[src/rtl/rv32v_operand_sequencer.sv]
// rv32v_operand_sequencer: walks one vector source register group by group.
// Each read row-address goes to the four 32-bit VRF banks. The matching
// offset, mask and element index are registered so that they line up with
// the bank data one cycle later. Lanes see a valid/ready stream of 4-element
// groups, with a tail mask.
// veew encoding: 0 = SEW8, 1 = SEW16, 2 = SEW32 (3 is treated as SEW32).
// Optional feature: define RV32V_SEQ_PERF_EN to add the stall_cnt output.
module rv32v_operand_sequencer #(
  parameter int VLEN   = 128,
  parameter int NBANKS = 4
) (
  input  logic                                CLK,
  input  logic                                nRST,
  input  logic                                start,
  input  logic [4:0]                          vs,
  input  logic [$clog2(VLEN/8):0]             vl,
  input  logic [1:0]                          veew,
  input  logic                                sign_ext,
  output logic                                bank_ren,
  output logic [$clog2(32*(VLEN/128))-1:0]    bank_raddr,
  output logic [1:0]                          bank_offset,
  output logic [1:0]                          veew_q,
  output logic                                sign_ext_q,
  output logic                                lane_valid,
  output logic [NBANKS-1:0]                   lane_mask,
  output logic [$clog2(VLEN/8)-1:0]           elem_idx,
  input  logic                                lane_ready,
  output logic                                busy,
  output logic                                done
`ifdef RV32V_SEQ_PERF_EN
  ,
  output logic [15:0]                         stall_cnt
`endif
);
  localparam int ROWS = VLEN / 128;
  localparam int AW   = $clog2(32 * ROWS);
  localparam int EW   = $clog2(VLEN / 8);
  localparam int GW   = $clog2(VLEN / 32) + 1;
  localparam logic [1:0] SEW8 = 2'd0, SEW16 = 2'd1, SEW32 = 2'd2;

  typedef enum logic [1:0] {IDLE, RUN, DRAIN} state_t;

  state_t            state_q, state_d;
  logic [GW-1:0]     g_q, g_d, glast_q, row;
  logic [4:0]        vs_q;
  logic [EW:0]       vl_q;
  logic [1:0]        off;
  logic [NBANKS-1:0] mask_d;
  logic [EW-1:0]     idx_d;
  logic              issue, accept, start_acc, done_d;

  assign start_acc = (state_q == IDLE) && start;
  assign accept    = lane_valid && lane_ready;
  // A new read may go out only if the output slot is empty or is being drained this cycle.
  assign issue     = (state_q == RUN) && (!lane_valid || lane_ready);
  assign busy      = (state_q != IDLE);
  assign bank_ren  = issue;
  assign bank_raddr = issue ? AW'(int'(vs_q) * ROWS + int'(row)) : '0;
  assign idx_d     = EW'(int'(g_q) * NBANKS);

  // Map group number to row and byte offset within the 32-bit bank word for the latched SEW.
  always_comb begin
    row = g_q;
    off = 2'd0;
    case (veew_q)
      SEW8:    begin row = g_q >> 2; off = g_q[1:0];       end
      SEW16:   begin row = g_q >> 1; off = {g_q[0], 1'b0}; end
      default: begin row = g_q;      off = 2'd0;           end
    endcase
  end

  // Tail mask: lane i is live iff its element index is below vl.
  always_comb begin
    mask_d = '0;
    for (int i = 0; i < NBANKS; i++)
      mask_d[i] = (int'(g_q) * NBANKS + i) < int'(vl_q);
  end

  // FSM next-state, group counter and done pulse request.
  always_comb begin
    state_d = state_q;
    g_d     = g_q;
    done_d  = 1'b0;
    case (state_q)
      IDLE: if (start) begin
        g_d = '0;
        if (vl == '0) done_d  = 1'b1;
        else          state_d = RUN;
      end
      RUN: if (issue) begin
        g_d = g_q + GW'(1);
        if (g_q == glast_q) state_d = DRAIN;
      end
      DRAIN: if (accept) begin
        state_d = IDLE;
        done_d  = 1'b1;
      end
      default: state_d = IDLE;
    endcase
  end

  // FSM state, group counter and registered done pulse.
  always_ff @(posedge CLK or negedge nRST) begin
    if (!nRST) begin
      state_q <= IDLE;
      g_q     <= '0;
      done    <= 1'b0;
    end else begin
      state_q <= state_d;
      g_q     <= g_d;
      done    <= done_d;
    end
  end

  // Operand fields are captured on an accepted start and held until the next one.
  always_ff @(posedge CLK or negedge nRST) begin
    if (!nRST) begin
      vs_q       <= '0;
      vl_q       <= '0;
      veew_q     <= SEW32;
      sign_ext_q <= 1'b0;
      glast_q    <= '0;
    end else if (start_acc) begin
      vs_q       <= vs;
      vl_q       <= vl;
      veew_q     <= veew;
      sign_ext_q <= sign_ext;
      glast_q    <= GW'((int'(vl) + NBANKS - 1) / NBANKS - 1);
    end
  end

  // Per-group sideband is delayed one cycle from the read so it matches bank data.
  always_ff @(posedge CLK or negedge nRST) begin
    if (!nRST) begin
      bank_offset <= 2'd0;
      lane_mask   <= '0;
      elem_idx    <= '0;
      lane_valid  <= 1'b0;
    end else begin
      if (issue) begin
        bank_offset <= off;
        lane_mask   <= mask_d;
        elem_idx    <= idx_d;
      end
      if (issue)       lane_valid <= 1'b1;
      else if (accept) lane_valid <= 1'b0;
    end
  end

`ifdef RV32V_SEQ_PERF_EN
  // Saturating count of cycles where lanes hold off a valid group.
  always_ff @(posedge CLK or negedge nRST) begin
    if (!nRST)                                                     stall_cnt <= '0;
    else if (start_acc)                                            stall_cnt <= '0;
    else if (lane_valid && !lane_ready && stall_cnt != 16'hFFFF) stall_cnt <= stall_cnt + 16'd1;
  end
`endif

endmodule
[config.mk]
export PLATFORM = sky130hd
export DESIGN_NAME = rv32v_operand_sequencer
export DESIGN_NICKNAME = d
export VERILOG_FILES = /design/src/rtl/rv32v_operand_sequencer.sv
export SDC_FILE = /design/constraint.sdc
export NUM_CORES = 1
export LEC_CHECK = 0
export BUFFER_PORTS_ARGS = -buffer_cell sky130_fd_sc_hd__buf_4
export CORE_MARGIN = 8
export CORE_UTILIZATION = 55
export DETAILED_ROUTE_END_ITERATION = 10
export HOLD_SLACK_MARGIN = 0.02
export PLACE_DENSITY_LB_ADDON = 0.15
export SYNTH_ARGS = -nofsm -noshare
export SYNTH_HDL_FRONTEND = slang
export SYNTH_SLANG_ARGS = --single-unit
[constraint.sdc]
create_clock -name CLK -period 4.6 [get_ports CLK]
set_clock_uncertainty 0.15 [all_clocks]
set_input_delay 0.92 -clock CLK [delete_from_list [all_inputs] [get_ports CLK]]
set_output_delay 0.92 -clock CLK [all_outputs]
set_load 0.01 [all_outputs]
==> results.yml <==
job:
  cap_viol_max_count: 0
sta:
  finalCritPeriodShare: 0.7468
  relSlewSlack: 0.5354
  period_needed_ns: 3.435
  fmax_mhz: 291.1
  finalSetupViolCount: 0
  rsz0062_at_grt: "false"
  fin_setup_tns_ns: 0
  final_max_slew_viol_count: 0
  worst_slack_ns: 1.165
  timing.final.hold_violations: 0
  whs_ns: 0.3354
  worstMarginPinSlew_ns: 0.6962
route:
  wl_mm: 3.818
  drt-vias-per-instance: 5.486
  drc: 0
  wl_per_cell_um: 15.09
  first_pass_iters: 5
  ant_nets: 0
  drt-initial-drc-count: 74
  vias: 1388
run_status:
  status: "complete, no violations"
worst_setup_path:
  startpoint_type: "flop"
  critPathRequiredTime_ns: 3.53
  critPathArrivalTime_ns: 2.37
  regToRegSetupSlack_ns: 2.93
  path_cells: "mux2i_1 > o21ai_0 > ha_1 > fa_1 > a21oi_1 > nor2b_1 > xnor2_1 > nor2_1 > buf_4"
  criticalPathCategory: "flop to output pin"
  max_stage_delay_ns: 0.48
  end_kind: "output pin"
  cp_slowest_cell: "dfrtp_1"
  worst-path-max-fanout: 6
global_routing:
  busiest_layer: "met2"
  grt_first_pass_wirelength_mm: 6.541
  grt_max_degree: 32
  grt_util_all_layers: 0.1590
  grt_use_met2: 0.2733
  met1_usage: 0.1723
  antenna_found_initial: 0
  grt_overflow: 0
  grt_pass1_vias: 1434
  use_met3: 0.05718
floorplan:
  start_util: 0.5688
  io_pins: 39
  die_w_um: 71.73
  die_height_um: 71.73
  die_area_um2: 5144
  rows: 20
  design.core.area_um2: 3003
cts:
  clkSlewWorstSetupHoldPaths_ns: 0.10
  clock-sinks: 31
  htree_levels: 2
  clk_path_buf_depth: 2
  clock_latency_ns: 0.34
  cts_hold_buf: 0
  cts_tree: "yes"
  post_cts_buffers: 0
  cts_buffers: 5
  cts_resized: 0
  root_buffer: "clkbuf_4"
synthesis:
  synthCells: 183
  synthSimpleGateAreaFrac: 0.2322
  post_synth_mux_area_share: 0.01172
  synthAdderAreaFrac: 0.07766
  synth-edff-count: 0
  syn_area_um2: 1708
  synth_compound_area_frac: 0.1121
  synth_xor_area_frac: 0.05641
  synth_seq_area_share: 0.4549
  ys_ff_latch: 31
  ys.warnings.count: 0
  ys.flop_type: "dfrtp_1"
  synth.avg_cell_area_um2: 9.333
  ys_async_sr_fraction: 1.000
  synth_top_family_by_area: "simple AND/OR/NAND/NOR gates"
  synth_cell_types: 40
pwr:
  max-vdd-ir-drop_uv: 335.6
  p_total_mw: 1.383
  p_leak_nw: 1.049
  power_density_nw_per_um2: 687.2
layout:
  fin_cells: 253
  fin_util: 0.6700
  nets: 247
  fin_area_um2: 2012
  layout_common_cells: "56 x nand2_1, 36 x buf_4, 30 x dfrtp_1, 12 x o21ai_0, 9 x ha_1"
  drive_above_1_share: 0.2409
  diodes: 0
  area_growth_pct: 17.80
  final_common_cell: "nand2_1"
worst_hold_path:
  hold_class: "input port to async pin"
place:
  dpl-instance-area_um2: 1956
  place_ws_ns: 1.541
  dp_cells: 246
  place_congestion: 0.7912
  io_buffer_count: 36
  hpwl_mm: 2.846
==> final cells by class <==
type | count | area [um2]
clock buffers | 6 | 51.30
clock inverters | 1 | 5.005
multi-input cells | 140 | 844.6
well taps | 33 | 41.29
repair buffers | 36 | 270.3
fillers | 257 | 991.0
flip-flops and latches | 31 | 777.0
inverters | 6 | 22.52
==> critical path, delay by kind of cell (launching register included) <==
family                   cells  cell delay [ns]
AND/OR/NAND/NOR              2             0.14
flip-flops                   1             0.48
buffers and inverters        1             0.15
adder cells (fa/ha/maj)      2             0.63
XOR/XNOR                     1             0.14
multiplexers                 1             0.21
AO/OA/AOI/OAI                2             0.28
==> cell families after synthesis <==
group / Yosys count
compound gates: 30
xor+xnor: 11
fa+ha+maj: 10
buf+inv: 13
flops: 31
mux: 2
other cells: 1
simple gates: 85
==> power by group <==
group,internal (mW),switching (mW)
Combinational,0.320,0.373
Clock,0.0707,0.0943
Sequential,0.400,0.124
==> metal layers <==
metal  vias to the layer above  share of wire
met3                        11          0.058
met2                        39           0.52
li1                        671              -
met4                         0          0.019
met1                       667           0.40
met5                         -              0
==> cell usage after synthesis, types with 2 or more instances <==
master | number | share of area
buf_6 | 4 | 0.026
buf_4 | 3 | 0.013
ha_1 | 9 | 0.066
o21ai_0 | 12 | 0.035
dfrtp_1 | 30 | 0.44
nor2_1 | 6 | 0.013
inv_1 | 6 | 0.013
o31ai_1 | 3 | 0.013
nand2_1 | 56 | 0.12
o21ai_1 | 3 | 0.0088
and3_1 | 2 | 0.0073
xnor2_1 | 4 | 0.021
nor2b_1 | 3 | 0.011
a21oi_1 | 5 | 0.015
xor2_1 | 7 | 0.036
mux2i_1 | 2 | 0.012
nand3_1 | 5 | 0.015
==> flip-flops by register name, summed over array words and instances, names as in the netlist <==
register,flops
vl_q,5
vs_q,5
lane_mask,4
g_q,3
glast_q,3
bank_offset,2
elem_idx,2
state_q,2
veew_q,2
done,1
lane_valid,1
sign_ext_q,1
==> final timing paths <==
check                            start             to  cells after the start
max                          veew_q[0]  bank_raddr[4]                      9
min                               nRST    elem_idx[3]                      1
max reg2reg                     g_q[0]   lane_mask[0]                      5
min reg2reg                elem_idx[3]    elem_idx[3]                      2
max in group asynchronous         nRST      veew_q[1]                      1
min in group CLK           elem_idx[3]    elem_idx[3]                      2
(Power assumes the default switching activity.)
